**config.mk**
```make
export PLATFORM = sky130hd
export DESIGN_NAME = if_id_stage
export DESIGN_NICKNAME = d
export VERILOG_FILES = /design/src/rtl/wisc_pkg.sv /design/src/rtl/if_id_stage_pc_reg.sv /design/src/rtl/if_id_stage.sv
export SDC_FILE = /design/constraint.sdc
export NUM_CORES = 1
export LEC_CHECK = 0
export CAP_MARGIN = 25
export CORE_ASPECT_RATIO = 0.5
export CORE_MARGIN = 4
export CORE_UTILIZATION = 40
export CTS_CLUSTER_DIAMETER = 120
export DETAILED_ROUTE_END_ITERATION = 10
export PLACE_DENSITY_LB_ADDON = 0.15
export SLEW_MARGIN = 20
export SYNTH_ARGS = -nofsm -noshare
export SYNTH_HDL_FRONTEND = slang
export SYNTH_SLANG_ARGS = --single-unit
```
**constraint.sdc**
```tcl
create_clock -name clk -period 1.65 [get_ports clk]
set_input_delay 0.2475 -clock clk [delete_from_list [all_inputs] [get_ports clk]]
set_output_delay 0.2475 -clock clk [all_outputs]
set_load 0.1 [all_outputs]
```
**src/rtl/wisc_pkg.sv**
```systemverilog
// wisc_pkg: shared opcodes, instruction field positions and front-end state type
package wisc_pkg;
  localparam logic [3:0] OP_HLT = 4'hF;
  localparam int OP_MSB = 15;
  localparam int OP_LSB = 12;
  localparam int RD_MSB = 11;
  localparam int RD_LSB = 8;
  localparam int RS_MSB = 7;
  localparam int RS_LSB = 4;
  localparam int RT_MSB = 3;
  localparam int RT_LSB = 0;
  typedef enum logic [1:0] {RUN, STALL, HALT} state_t;
endpackage

```
**src/rtl/if_id_stage_pc_reg.sv**
```systemverilog
// pc_reg: program counter with branch load, sequential increment and hold
module pc_reg #(
  parameter int PC_W = 16,
  parameter logic [PC_W-1:0] RESET_PC = '0
) (
  input  logic            clk,
  input  logic            rst_n,
  input  logic            load,
  input  logic [PC_W-1:0] load_val,
  input  logic            inc,
  output logic [PC_W-1:0] pc
);
  // load wins over increment; the add wraps naturally at PC_W bits
  always_ff @(posedge clk or negedge rst_n)
    if (!rst_n) pc <= RESET_PC;
    else pc <= load ? load_val : inc ? pc + 1'b1 : pc;
endmodule

```
**src/rtl/if_id_stage.sv**
```systemverilog
// if_id_stage: PC + IF/ID register with stall, branch flush and HLT freeze; optional STALL_WDOG_EN watchdog
module if_id_stage
  import wisc_pkg::*;
#(
  parameter int PC_W = 16,
  parameter int INSTR_W = 16,
  parameter logic [PC_W-1:0] RESET_PC = '0,
  parameter int MAX_STALL = 3
) (
  input  logic               clk,
  input  logic               rst_n,
  input  logic               hazard,
  input  logic               branch_taken,
  input  logic [PC_W-1:0]    branch_target,
  input  logic [INSTR_W-1:0] instr_in,
  output logic [PC_W-1:0]    pc,
  output logic [INSTR_W-1:0] IF_ID_instr,
  output logic [PC_W-1:0]    IF_ID_pc_plus1,
  output logic               IF_ID_valid,
  output logic [3:0]         IF_ID_reg_rs,
  output logic [3:0]         IF_ID_reg_rt,
  output logic [3:0]         IF_ID_reg_rd,
  output logic               ID_EX_bubble,
  output logic               halted,
  output logic               stall_err
);
  state_t state, state_nx;
  logic hz, flush, halt_cap, adv;
  assign hz = hazard & IF_ID_valid;
  assign flush = branch_taken & (state != HALT);
  assign halt_cap = !flush & !hz & IF_ID_valid & (IF_ID_instr[OP_MSB:OP_LSB] == OP_HLT);
  assign adv = !flush & !hz & !halt_cap & (state != HALT);
  pc_reg #(.PC_W(PC_W), .RESET_PC(RESET_PC)) u_pc (
    .clk(clk), .rst_n(rst_n), .load(flush), .load_val(branch_target), .inc(adv), .pc(pc)
  );
  // state register
  always_ff @(posedge clk or negedge rst_n)
    if (!rst_n) state <= RUN;
    else state <= state_nx;
  // HALT is absorbing; otherwise priority flush > stall > halt capture > advance
  always_comb begin
    state_nx = state;
    state_nx = (state == HALT) ? HALT : flush ? RUN : hz ? STALL : halt_cap ? HALT : RUN;
  end
  // IF/ID register: flush and halt capture drop valid, stall and HALT hold, advance loads
  always_ff @(posedge clk or negedge rst_n)
    if (!rst_n) begin
      IF_ID_instr <= '0;
      IF_ID_pc_plus1 <= '0;
      IF_ID_valid <= 1'b0;
    end else if (flush || halt_cap) begin
      IF_ID_valid <= 1'b0;
    end else if (adv) begin
      IF_ID_instr <= instr_in;
      IF_ID_pc_plus1 <= pc + 1'b1;
      IF_ID_valid <= 1'b1;
    end
  assign IF_ID_reg_rs = IF_ID_valid ? IF_ID_instr[RS_MSB:RS_LSB] : 4'h0;
  assign IF_ID_reg_rt = IF_ID_valid ? IF_ID_instr[RT_MSB:RT_LSB] : 4'h0;
  assign IF_ID_reg_rd = IF_ID_valid ? IF_ID_instr[RD_MSB:RD_LSB] : 4'h0;
  assign halted = (state == HALT);
  assign ID_EX_bubble = hz | branch_taken | !IF_ID_valid | halted;
`ifdef STALL_WDOG_EN
  logic [1:0] stall_cnt;
  // saturating run-length of stall edges; flag sticks once a stall outlasts MAX_STALL
  always_ff @(posedge clk or negedge rst_n)
    if (!rst_n) begin
      stall_cnt <= 2'd0;
      stall_err <= 1'b0;
    end else if (hz && !flush) begin
      stall_cnt <= (stall_cnt == 2'd3) ? 2'd3 : stall_cnt + 2'd1;
      if (stall_cnt == 2'(MAX_STALL)) stall_err <= 1'b1;
    end else begin
      stall_cnt <= 2'd0;
    end
`else
  assign stall_err = 1'b0;
`endif
endmodule

```
# After elaboration in Yosys (flattened, before gate mapping)
# Index checks and enable logic that the tools add are counted.
dict set report op_classes {
  bitwise_logic 11
  eq_ne 3
  addsub 1
  mux 11
  n_reduce_logical 8
}
# op count
set ops {}
lappend ops {{$mux W16} 2}
lappend ops {{$add A16 B1 Y16 const B} 1}
lappend ops {{$mux W4} 3}
lappend ops {{$mux W2} 4}
lappend ops {{$and A1 B1 Y1} 7}
lappend ops {{$eq A4 B4 Y1 const B} 1}
lappend ops {{$logic_not A1 Y1} 4}
lappend ops {{$reduce_bool A2 Y1} 2}
lappend ops {{$or A1 B1 Y1} 3}
lappend ops {{$eq A2 B2 Y1 const B} 1}
lappend ops {{$mux W1} 2}
lappend ops {{$ne A2 B2 Y1 const B} 1}
lappend ops {{$reduce_and A2 Y1} 1}
lappend ops {{$logic_or A1 B1 Y1} 1}
lappend ops {{$not A1 Y1} 1}
dict set report word_totals {
  inputBits 36
  regBits 51
}

# Logic depth before layout (Yosys ltp)
dict set report logic_depth {
  depth_word 11
  mapped_depth 8
  mapped_depth_nobuf 5
}

# Modules after synthesis
# A second synthesis with hierarchy kept.
dict set report hier_totals {
  hier_cells 254
  hier_area_um2 2711.4
}
# mod cells_each seq_area_each_um2 area_per_inst_um2 n_inst
set modules_own_cells {}
lappend modules_own_cells {if_id_stage 155 875.8 1767.9 1}
lappend modules_own_cells {pc_reg 99 400.4 943.4 1}

# Least setup slack after synthesis
# OpenSTA, ideal clock, no wires.
dict set report synth_timing {
  path_kind {register to output}
  start {reg IF_ID_valid}
  end {out IF_ID_reg_rd[0]}
  n_path_buf 2
  required_ns 1.402
  arrival_ns 2.214
  slack_ns -0.811
  path_stages_with_launch 4
  cell_sequence {dfrtp_1 -> buf_2 -> clkbuf_1 -> and2_1}
}
dict set report synth_via {
  elab_chain_cells 1
}
# element line
set synth_lines {}
lappend synth_lines {{start: declaration} if_id_stage.sv:19} ;# output logic IF_ID_valid,
lappend synth_lines {{start signal: assignment} if_id_stage.sv:50} ;# IF_ID_valid <= 1'b0;
lappend synth_lines {{start signal: assignment} if_id_stage.sv:52} ;# IF_ID_valid <= 1'b0;
lappend synth_lines {{start signal: assignment} if_id_stage.sv:56} ;# IF_ID_valid <= 1'b1;
lappend synth_lines {{$mux W4} if_id_stage.sv:60} ;# assign IF_ID_reg_rd = IF_ID_valid ? IF_ID_instr[RD_MSB:RD_LSB] : 4'h0;
lappend synth_lines {{end: declaration} if_id_stage.sv:22} ;# output logic [3:0] IF_ID_reg_rd,
# No other way between the ends.

# Worst setup path after layout
dict set report layout_timing {
  start {reg IF_ID_instr[12]}
  end {reg u_pc.pc[7]}
}
dict set report layout_via {
  elab_chain_cells 6
}
# element line
set layout_lines {}
lappend layout_lines {{start: declaration} if_id_stage.sv:17} ;# output logic [INSTR_W-1:0] IF_ID_instr,
lappend layout_lines {{start signal: assignment} if_id_stage.sv:54} ;# IF_ID_instr <= instr_in;
lappend layout_lines {{$eq A4 B4 Y1} if_id_stage.sv:31} ;# assign halt_cap = !flush & !hz & IF_ID_valid & (IF_ID_instr[OP_MSB:OP_LSB] == OP_HLT);
lappend layout_lines {{$and A1 B1 Y1} if_id_stage.sv:31}
lappend layout_lines {{$logic_not A1 Y1} if_id_stage.sv:32} ;# assign adv = !flush & !hz & !halt_cap & (state != HALT);
lappend layout_lines {{$and A1 B1 Y1 (2 in a row)} if_id_stage.sv:32}
lappend layout_lines {{$reduce_bool A2 Y1 (no line)} n/a}
lappend layout_lines {{end signal: assignment} if_id_stage_pc_reg.sv:16} ;# else pc <= load ? load_val : inc ? pc + 1'b1 : pc;
lappend layout_lines {{end: declaration} if_id_stage_pc_reg.sv:11} ;# output logic [PC_W-1:0] pc
# No other way between the ends.
# A chain may end at the register's enable or synchronous reset.

==> flow_metrics.env <==
export IMPL_outcome="finished, violations left"
export IMPL_violations="setup timing"
export IMPL_cts_sinks=51
export IMPL_die_area_um2=7870
export IMPL_track_usage_pct=23.7
export IMPL_wl_um=9130
export IMPL_hp_class="input port to async pin"
export IMPL_grt_max_degree=36
export IMPL_critPathMaxFanout=7
export IMPL_h_tree_depth=2
export IMPL_area_growth_pct=97.8
export IMPL_gp_congestion=0.860
export IMPL_grt_pass1_wl_um=14800
export IMPL_synth_distinct_cells=44
export IMPL_die_w_um=122
export IMPL_crit_required_ns=1.83
export IMPL_criticalPathCategory="flip-flop to flip-flop"
export IMPL_final_hold_violation_count=0
export IMPL_cp_start_kind="flip-flop"
export IMPL_leakagePower_nw=2.21
export IMPL_ys_warn_count=0
export IMPL_clock_latency_ns=0.29
export IMPL_yosysTopAreaCellShare_pct=49.5
export IMPL_worstPathArrival_ns=1.97
export IMPL_ant_nets=0
export IMPL_grt_setup_unrepaired="yes"
export IMPL_cts_tree="yes"
export IMPL_synth_top_cell_by_area="dfrtp_1"
export IMPL_grt_pass1_vias=2893
export IMPL_port_buffers=98
export IMPL_cap_violations=0
export IMPL_dr_total_vias=2709
export IMPL_syn_area_um2=2580
export IMPL_p_total_mw=3.39
export IMPL_synth_edf_count=0
export IMPL_rr_startpoint="IF_ID_instr[12]$_DFFE_PN0P_"
export IMPL_synthArstFlopShare_pct=100
export IMPL_routedWlPerCell_um=18.0
export IMPL_fin_area_um2=5100
export IMPL_max_freq_ghz=0.558
export IMPL_powerDensity_nw_per_um2=665
export IMPL_firstDrtPassIters=4
export IMPL_cts_buffer_depth=2
export IMPL_syn_nets=315
export IMPL_fp_row_count=20
export IMPL_cts_made_buffers=5
export IMPL_setup_ws_ns=-0.141
export IMPL_rr_worst_depth=7
export IMPL_endpoint_kind="flip-flop"
export IMPL_drc=0
export IMPL_antenna_found_initial=0
export IMPL_synth_avg_cell_area_um2=9.28
export IMPL_nets=456
export IMPL_cts_root_buffer="clkbuf_16"
export IMPL_synth_seq_cells=51
export IMPL_initial_utilization_pct=41.9
export IMPL_clkTransAtPathRegs_ns=0.07
export IMPL_hpwl_um=6300
export IMPL_core_area_um2=6160
export IMPL_setup_viol=44
export IMPL_diodes=0
export IMPL_timing_rr_end="u_pc.pc[7]$_DFFE_PN0P_"
export IMPL_peakVddDrop_uv=448
export IMPL_ios=100
export IMPL_reg2reg_slack_ns=-0.14
export IMPL_die_height_um=64.8
export IMPL_synth_cells=278
export IMPL_finalMaxSlewViolations=0
export IMPL_finalSetupTns_ns=-2.35
export IMPL_fin_crit_sh_pct=109
export IMPL_post_route_cells_drive_above_1_share_pct=46.0
export IMPL_period_needed_ns=1.79
export IMPL_synthTopCellsByArea="dfrtp_1, nand2_1, xnor2_1"
export IMPL_overflow=0
export IMPL_synth_seq_area_share_pct=49.5
export IMPL_vias_per_cell=5.33
export IMPL_placed_cell_area_um2=4740
export IMPL_drtIter0Drc=175
export IMPL_ys_flop_type="dfrtp_1"
export IMPL_skew_ns=0.00605
-- logic make-up (layout without fill, tap and decap cells) --
kind of cell	after synthesis	in the layout	share of synthesized area (%)
compound gates	57	59	15.6
xor+xnor	14	14	4.76
fa+ha+maj	1	1	0.485
buf+inv	24	164	4.37
flops	51	51	49.5
other cells	1	1	0.145
simple gates	130	130	25.1
-- metal layers --
metal	vias up	track usage [%]	routed length (µm)
met5	-	0	0
met4	0	6.28	172
met3	19	5.67	644
met2	124	40.4	4480
met1	1320	30.5	3830
li1	1246	-	-
-- what timing repair did --
item                                    CTS  global route
resized for setup                        28             3
buffers inserted                          7             1
hold buffers                              1             0
pin swaps                                 6             7
endpoints found under the setup margin   47            48
gates cloned                              2             1
hold endpoints to repair                 16             0
-- cells in the mapped netlist (2+ instances only) --
| master | count |
|---|---|
| nand3_1 | 9 |
| buf_2 | 9 |
| clkbuf_1 | 6 |
| nand2_1 | 78 |
| a211o_1 | 3 |
| a21oi_1 | 7 |
| o21a_1 | 4 |
| nor3b_1 | 4 |
| a41o_1 | 2 |
| nor4_2 | 2 |
| inv_1 | 5 |
| nor4_4 | 2 |
| o221a_2 | 5 |
| and3_1 | 4 |
| nor3_1 | 5 |
| dfrtp_1 | 51 |
| and2_1 | 12 |
| o21ai_1 | 3 |
| nor2_1 | 3 |
| xnor2_1 | 13 |
| o22ai_1 | 2 |
| o21ai_0 | 21 |
| nand4_1 | 4 |
| a221o_1 | 4 |
-- power by group --
| part | internal, mW | switching (mW) | total, mW |
|---|---|---|---|
| combinational | 0.372 | 0.592 | 0.964 |
| sequential | 1.32 | 0.0790 | 1.40 |
| clock | 0.563 | 0.464 | 1.03 |
-- through the flow --
stage / instances / utilization, % / worst slack, ns / hold slack, ns
floorplan: 278 / - / -0.279 / -0.0481
global placement: 489 / 77.0 / -0.306 / 0.198
detailed placement: 489 / 77.0 / -0.373 / 0.204
CTS: 506 / 82.2 / -0.103 / 0.428
global route: 508 / 82.8 / -0.188 / 0.472
finish: 508 / 82.8 / -0.141 / 0.411
-- worst max-delay path: stages (launching register included) --
cell	delay (ns)
dfrtp_4	0.48
a41o_4	0.32
buf_6	0.13
a211oi_4	0.25
buf_12	0.17
buf_8	0.13
nand3_2	0.08
o221a_4	0.12
-- layout make-up --
type / count / area (µm²)
Clock buffer: 7 / 133
Clock inverter: 1 / 5.00
Fill cell: 358 / 1060
Inverter: 6 / 25.0
Multi-Input combinational cell: 205 / 1370
Sequential cell: 51 / 1350
Tap cell: 88 / 110
Timing Repair Buffer: 150 / 2100
-- placed cells by master, fill, tap and decap left out, drive strengths merged, types with 2 or more instances in the layout --
cell type and n:
o22ai 2, nand3 10, nor3 5, o21a 4, clkdlybuf4s50 33, dfrtp 51, inv 6, o21ai 24
buf 114, nor4 5, and3 4, o221a 5, nor3b 4, a21oi 7, clkbuf 8, nor2 3
a221o 4, nand2 78, xnor2 13, and2 12, nand4 4, a41o 2, a211o 5
-- worst max path at each step --
| stage | start | endpoint | slack [ns] | cells after the start |
|---|---|---|---|---|
| 6_report | IF_ID_instr[12]$_DFFE_PN0P_ | u_pc.pc[7]$_DFFE_PN0P_ | -0.14 | 7 |
| 5_1_grt | IF_ID_instr[12]$_DFFE_PN0P_ | u_pc.pc[8]$_DFFE_PN0P_ | -0.19 | 7 |
| 4_1_cts | IF_ID_instr[12]$_DFFE_PN0P_ | u_pc.pc[9]$_DFFE_PN0P_ | -0.10 | 7 |
| 3_5_place_dp | hazard | u_pc.pc[4]$_DFFE_PN0P_ | -0.37 | 6 |
| 3_3_place_gp | hazard | u_pc.pc[8]$_DFFE_PN0P_ | -0.31 | 5 |
| 2_1_floorplan | IF_ID_valid$_DFFE_PN0P_ | ID_EX_bubble | -0.28 | 3 |
No activity file was read; power rests on OpenSTA's default activity.
